## config.mk

```make
export PLATFORM = sky130hd
export DESIGN_NAME = decode_stage
export DESIGN_NICKNAME = d
export VERILOG_FILES = /design/src/rtl/decode_stage.sv
export SDC_FILE = /design/constraint.sdc
export NUM_CORES = 1
export LEC_CHECK = 0
export CORE_ASPECT_RATIO = 0.8
export CORE_MARGIN = 5
export CORE_UTILIZATION = 35
export DETAILED_ROUTE_END_ITERATION = 16
export GPL_TIMING_DRIVEN = 0
export HOLD_SLACK_MARGIN = 0.03
export PLACE_DENSITY = 0.58
export SYNTH_ARGS = -nofsm -noshare
export SYNTH_HDL_FRONTEND = slang
export SYNTH_SLANG_ARGS = --single-unit
```

## constraint.sdc

```tcl
create_clock -name clk -period 10.3 [get_ports clk]
set_input_delay 1.545 -clock clk [delete_from_list [all_inputs] [get_ports clk]]
set_output_delay 1.545 -clock clk [all_outputs]
set_load 0.05 [all_outputs]
```

## src/rtl/decode_stage.sv

```systemverilog
// MIPS decode stage: decodes fetched words into a DEPTH-entry FIFO with load-use stall and halt tracking.
// Define DECODE_EXT_EN to add AND/OR/SLL/SRL/BNE decoding and their hazard sources.
module decode_stage #(
  parameter int PC_W  = 32,
  parameter int DEPTH = 2
) (
  input  logic                   clk,
  input  logic                   rst,
  input  logic                   in_valid,
  output logic                   in_ready,
  input  logic [31:0]            in_inst,
  input  logic [PC_W-1:0]        in_pc,
  input  logic                   flush,
  output logic                   out_valid,
  input  logic                   out_ready,
  output logic [5:0]             out_dec_inst,
  output logic [4:0]             out_rs,
  output logic [4:0]             out_rt,
  output logic [4:0]             out_rd,
  output logic [4:0]             out_shamt,
  output logic [15:0]            out_imm,
  output logic [PC_W-1:0]        out_pc,
  output logic                   halted,
  output logic [$clog2(DEPTH):0] count
);

  localparam int AW = $clog2(DEPTH);

  localparam logic [5:0] INST_NOP   = 6'd0;
  localparam logic [5:0] INST_ADDU  = 6'd1;
  localparam logic [5:0] INST_SUBU  = 6'd2;
  localparam logic [5:0] INST_SLT   = 6'd3;
  localparam logic [5:0] INST_JR    = 6'd4;
  localparam logic [5:0] INST_LUI   = 6'd5;
  localparam logic [5:0] INST_ORI   = 6'd6;
  localparam logic [5:0] INST_LW    = 6'd7;
  localparam logic [5:0] INST_SW    = 6'd8;
  localparam logic [5:0] INST_BEQ   = 6'd9;
  localparam logic [5:0] INST_J     = 6'd10;
  localparam logic [5:0] INST_ADDI  = 6'd11;
  localparam logic [5:0] INST_ADDIU = 6'd12;
  localparam logic [5:0] INST_JAL   = 6'd13;
  localparam logic [5:0] INST_HLT   = 6'd14;

  localparam logic [5:0] OP_SPECIAL = 6'h00;
  localparam logic [5:0] OP_J       = 6'h02;
  localparam logic [5:0] OP_JAL     = 6'h03;
  localparam logic [5:0] OP_BEQ     = 6'h04;
  localparam logic [5:0] OP_ADDI    = 6'h08;
  localparam logic [5:0] OP_ADDIU   = 6'h09;
  localparam logic [5:0] OP_ORI     = 6'h0D;
  localparam logic [5:0] OP_LUI     = 6'h0F;
  localparam logic [5:0] OP_LW      = 6'h23;
  localparam logic [5:0] OP_SW      = 6'h2B;
  localparam logic [5:0] OP_HLT     = 6'h3F;

  localparam logic [5:0] FN_JR      = 6'h08;
  localparam logic [5:0] FN_ADDU    = 6'h21;
  localparam logic [5:0] FN_SUBU    = 6'h23;
  localparam logic [5:0] FN_SLT     = 6'h2A;

`ifdef DECODE_EXT_EN
  localparam logic [5:0] INST_AND   = 6'd15;
  localparam logic [5:0] INST_OR    = 6'd16;
  localparam logic [5:0] INST_SLL   = 6'd17;
  localparam logic [5:0] INST_SRL   = 6'd18;
  localparam logic [5:0] INST_BNE   = 6'd19;
  localparam logic [5:0] OP_BNE     = 6'h05;
  localparam logic [5:0] FN_SLL     = 6'h00;
  localparam logic [5:0] FN_SRL     = 6'h02;
  localparam logic [5:0] FN_AND     = 6'h24;
  localparam logic [5:0] FN_OR      = 6'h25;
`endif

  typedef struct packed {
    logic [5:0]      dec;
    logic [4:0]      rs;
    logic [4:0]      rt;
    logic [4:0]      rd;
    logic [4:0]      shamt;
    logic [15:0]     imm;
    logic [PC_W-1:0] pc;
  } entry_t;

  entry_t        mem_q [DEPTH];
  entry_t        inEntry;
  entry_t        head;
  logic [AW-1:0] wrPtr_q, wrPtr_d, rdPtr_q, rdPtr_d;
  logic [AW:0]   count_q, count_d;
  logic          lwPend_q, lwPend_d;
  logic [4:0]    lwRt_q, lwRt_d;
  logic          halted_q, halted_d;
  logic [5:0]    opcode, funct, decInst;
  logic          full, empty, push, pop, stall, showHead;
  logic          headUsesRs, headUsesRt;

  assign opcode = in_inst[31:26];
  assign funct  = in_inst[5:0];

  // Guarded encodings fall back to NOP when their must-be-zero fields are not zero.
  always_comb begin
    decInst = INST_NOP;
    case (opcode)
      OP_SPECIAL: begin
        case (funct)
          FN_ADDU: if (in_inst[10:6] == 5'd0) decInst = INST_ADDU;
          FN_SUBU: if (in_inst[10:6] == 5'd0) decInst = INST_SUBU;
          FN_SLT:  if (in_inst[10:6] == 5'd0) decInst = INST_SLT;
          FN_JR:   if (in_inst[20:16] == 5'd0 && in_inst[15:11] == 5'd0) decInst = INST_JR;
`ifdef DECODE_EXT_EN
          FN_AND:  if (in_inst[10:6] == 5'd0) decInst = INST_AND;
          FN_OR:   if (in_inst[10:6] == 5'd0) decInst = INST_OR;
          FN_SLL:  if (in_inst[25:21] == 5'd0) decInst = INST_SLL;
          FN_SRL:  if (in_inst[25:21] == 5'd0) decInst = INST_SRL;
`endif
          default: decInst = INST_NOP;
        endcase
      end
      OP_LUI:   if (in_inst[25:21] == 5'd0) decInst = INST_LUI;
      OP_ORI:   decInst = INST_ORI;
      OP_LW:    decInst = INST_LW;
      OP_SW:    decInst = INST_SW;
      OP_BEQ:   decInst = INST_BEQ;
      OP_J:     decInst = INST_J;
      OP_ADDI:  decInst = INST_ADDI;
      OP_ADDIU: decInst = INST_ADDIU;
      OP_JAL:   decInst = INST_JAL;
      OP_HLT:   decInst = INST_HLT;
`ifdef DECODE_EXT_EN
      OP_BNE:   decInst = INST_BNE;
`endif
      default:  decInst = INST_NOP;
    endcase
  end

  always_comb begin
    inEntry       = '0;
    inEntry.dec   = decInst;
    inEntry.rs    = in_inst[25:21];
    inEntry.rt    = in_inst[20:16];
    inEntry.rd    = in_inst[15:11];
    inEntry.shamt = in_inst[10:6];
    inEntry.imm   = in_inst[15:0];
    inEntry.pc    = in_pc;
  end

  assign head  = mem_q[rdPtr_q];
  assign empty = (count_q == '0);
  assign full  = (count_q == (AW+1)'(DEPTH));

  // Which register fields the head entry actually reads, for the load-use check.
  always_comb begin
    headUsesRs = 1'b0;
    headUsesRt = 1'b0;
    case (head.dec)
      INST_ADDU, INST_SUBU, INST_SLT, INST_SW, INST_BEQ: begin
        headUsesRs = 1'b1;
        headUsesRt = 1'b1;
      end
      INST_JR, INST_ORI, INST_LW, INST_ADDI, INST_ADDIU: headUsesRs = 1'b1;
`ifdef DECODE_EXT_EN
      INST_AND, INST_OR, INST_BNE: begin
        headUsesRs = 1'b1;
        headUsesRt = 1'b1;
      end
      INST_SLL, INST_SRL: headUsesRt = 1'b1;
`endif
      default: begin
        headUsesRs = 1'b0;
        headUsesRt = 1'b0;
      end
    endcase
  end

  assign stall = lwPend_q && (lwRt_q != 5'd0) &&
                 ((headUsesRs && head.rs == lwRt_q) || (headUsesRt && head.rt == lwRt_q));

  assign in_ready  = !rst && !full && !halted_q && !flush;
  assign out_valid = !rst && !empty && !stall;
  assign push      = in_valid && in_ready;
  assign pop       = out_valid && out_ready && !flush;

  always_comb begin
    wrPtr_d  = wrPtr_q;
    rdPtr_d  = rdPtr_q;
    count_d  = count_q;
    lwPend_d = 1'b0;
    lwRt_d   = lwRt_q;
    halted_d = halted_q;
    if (flush) begin
      wrPtr_d = '0;
      rdPtr_d = '0;
      count_d = '0;
    end else begin
      if (push) wrPtr_d = wrPtr_q + 1'b1;
      if (pop) begin
        rdPtr_d = rdPtr_q + 1'b1;
        if (head.dec == INST_LW) begin
          lwPend_d = 1'b1;
          lwRt_d   = head.rt;
        end
        if (head.dec == INST_HLT) halted_d = 1'b1;
      end
      if (push && !pop)      count_d = count_q + 1'b1;
      else if (pop && !push) count_d = count_q - 1'b1;
    end
  end

  always_ff @(posedge clk) begin
    if (rst) begin
      wrPtr_q  <= '0;
      rdPtr_q  <= '0;
      count_q  <= '0;
      lwPend_q <= 1'b0;
      lwRt_q   <= 5'd0;
      halted_q <= 1'b0;
    end else begin
      wrPtr_q  <= wrPtr_d;
      rdPtr_q  <= rdPtr_d;
      count_q  <= count_d;
      lwPend_q <= lwPend_d;
      lwRt_q   <= lwRt_d;
      halted_q <= halted_d;
    end
  end

  always_ff @(posedge clk) begin
    if (push) mem_q[wrPtr_q] <= inEntry;
  end

  // Stale storage is masked so an empty or resetting stage presents a clean NOP.
  assign showHead     = !rst && !empty;
  assign out_dec_inst = showHead ? head.dec   : INST_NOP;
  assign out_rs       = showHead ? head.rs    : 5'd0;
  assign out_rt       = showHead ? head.rt    : 5'd0;
  assign out_rd       = showHead ? head.rd    : 5'd0;
  assign out_shamt    = showHead ? head.shamt : 5'd0;
  assign out_imm      = showHead ? head.imm   : 16'd0;
  assign out_pc       = showHead ? head.pc    : '0;
  assign halted       = halted_q && !rst;
  assign count        = rst ? '0 : count_q;

endmodule

```

==> metrics <==
initial antenna violation count 0; RSZ-0062 raised after global routing no; port bufs 141; kind of critical path in2out; clock buffer depth 2; Synth Warn # 0; count of routing violations after the opening detailed-route iteration roughly 200; n_diodes 0; status complete, no violations; PD cells 161 nW/um^2; fillers approximately 1,500; count leader, synth edfxtp_1; Hold Path Class reg2reg; worst slew pin tran 849 ps; synth unique cells between 40 and 50; RePlAce Congestion slightly above 0.8; H-tree depth 4; DP HPWL 9840 microns; CTS resizes 0; Commonest cells post-synth edfxtp_1, nor2_1, mux2i_1; post-synth top area share a little under two thirds; CP peak stage delay roughly 760 ps; top_reg_cell synth edfxtp_1; Vias/cell around 4.7; Die Y between 100 and 150 microns; Ports between 100 and 150; Fmax 179 MHz; final-report max-slew violation count 0; Synth area leaders edfxtp_1, mux2i_1, nor2_1; GR Util All Layers between 10 and 15%; Initial Util approximately 35%; first-pass GRT wire length about 21,000 microns; nets@finish about 650; post-synthesis cell area around 6000 sq um; DR WL/cell 16.4 microns; setup_tns 0 ps; CTS Buf Count 17; Post-Synthesis Cells 414; Max-slew headroom a little over two fifths; share of layout cells above drive strength 1 about an eighth; clock-pin slew on the worst setup and hold paths ~60 ps; # setup viols final 0; Peak VDD IR approximately 110 uV; FFs w/ async S/R, synth 0%; sequential area share after synthesis between 60% and 70%; Clk Tree Root Cell clkbuf_16; Rows 42; CTS tree done; max_cap viols 0; slowest CP cell clkdlybuf4s50_1; die width between 150 and 200 microns; DRC Markers 0; clock sinks roughly 140; Routed WL ~13,000 microns; syn avg cell area 14.1 sq um; pin count of the biggest net entering global routing 28; Vias 3,809; crit-path cells clkdlybuf4s50_1, o21bai_1, clkbuf_1, clkbuf_1, nor2_1, clkdlybuf4s50_1; Worst Setup Start Kind primary input; endpoint class of the critical path output pin; post-CTS setup buffer count 0; area leader, netlist edfxtp_1; Leakage between 2 and 3 nW; grt total ovfl 0; vias in the first global route just under 4,000; critical path fanouts, max 10; Final Power ~0.0013 W; area grow syn2layout 41.6%; TritonRoute pass-1 iters 4; Die Area 19,400 sq um; placeable core area approximately 16,000 sq um; Required @ worst endpoint ~8800 ps; hold buffers post-CTS 0; worst skew pair latency 420 ps; clk_skew between 10 and 15 ps; number of synthesized flops with an enable pin ~120; FF+latch count, synth 136; Arr. time, crit path between 4000 and 5000 ps; Hold Vio Cnt, Final 0; Tmin final about 5600 ps; Antenna Violating Nets Remaining 0; period utilization 54.3%
critical path, delay by kind of cell:
kind,cells,cell delay (ps)
buf+inv,4,2260
simple gates,1,120
compound gates,1,110
path summary, 6_finish.rpt:
check          start    endpoint  slack, ps  cells after the start
max              rst  out_imm[5]       4710                      6
min reg2reg  rdPtr_q        flop        480                      1
max reg2reg     flop  count_q[1]       7520                     10
min          rdPtr_q        flop        480                      1
power by group:
group          total [W]  switching (W)  leakage, nW  internal [W]
clock network   0.000622       0.000236        0.299      0.000386
logic          0.0000976      0.0000534         1.13     0.0000441
registers       0.000614     0.00000228         1.23      0.000612
total            0.00133       0.000292         2.65       0.00104
through the flow:
step / area, sq um / utilization (%) / cells / hold slack (ps) / setup slack [ps]
global route: 8270 / 50.3 / 812 / 508 / 4510
global placement: 7530 / 45.8 / 776 / 448 / 2680
floorplan: 5840 / - / 415 / 433 / 3720
finish: 8270 / 50.3 / 812 / 478 / 4710
detailed placement: 7650 / 46.5 / 780 / 473 / 4640
CTS: 8270 / 50.3 / 812 / 483 / 4640
flip-flops by register name, indices dropped and copies added (netlist names), named ones only:
name      flops
count_q       2
mem_q       124
wrPtr_q       1
lwRt_q        5
rdPtr_q       1
halted_q      1
lwPend_q      1
layer usage:
metal | track usage [%] | share of wire (%)
met1 | 18.9 | 45
met2 | 22.0 | 47
met3 | 4.53 | 6.6
met4 | 4.67 | 1.2
met5 | 0 | 0
cells by family after synthesis:
group	synth area share, %
other cells	0.0642
simple gates	10.2
flops	67.9
fa+ha+maj	0.214
buf+inv	3.66
mux	11.7
compound gates	3.64
xor+xnor	2.55
cell type report:
| class | instances | area, sq um | share of cell area, % |
|---|---|---|---|
| sequential | 136 | 3960 | 47.9 |
| multi-input combinational | 242 | 1680 | 20.3 |
| tap | 220 | 275 | 3.33 |
| buffer | 34 | 203 | 2.45 |
| clock buffer | 17 | 425 | 5.15 |
| timing repair buffer | 145 | 1520 | 18.4 |
| clock inverter | 15 | 188 | 2.27 |
| inverter | 3 | 11.3 | 0.136 |
cell usage in the layout (no fill, tap or decap), drive strengths merged, types with 2 or more instances in the layout:
| cell | instances |
|---|---|
| edfxtp | 124 |
| clkinv | 5 |
| mux2 | 2 |
| nor3 | 4 |
| nand2 | 10 |
| o21ai | 8 |
| clkdlybuf4s50 | 141 |
| dfxtp | 12 |
| nand3 | 8 |
| clkbuf | 33 |
| conb | 2 |
| a31oi | 3 |
| buf | 22 |
| a21oi | 3 |
| xnor2 | 13 |
| xor2 | 4 |
| bufinv | 3 |
| nand3b | 2 |
| o221ai | 2 |
| nor4 | 8 |
| or3 | 2 |
| a211oi | 5 |
| or4 | 2 |
| inv | 9 |
| mux2i | 65 |
| nand4 | 2 |
| nor2 | 81 |
| nor2b | 5 |
No activity file was read; power rests on OpenSTA's default activity.
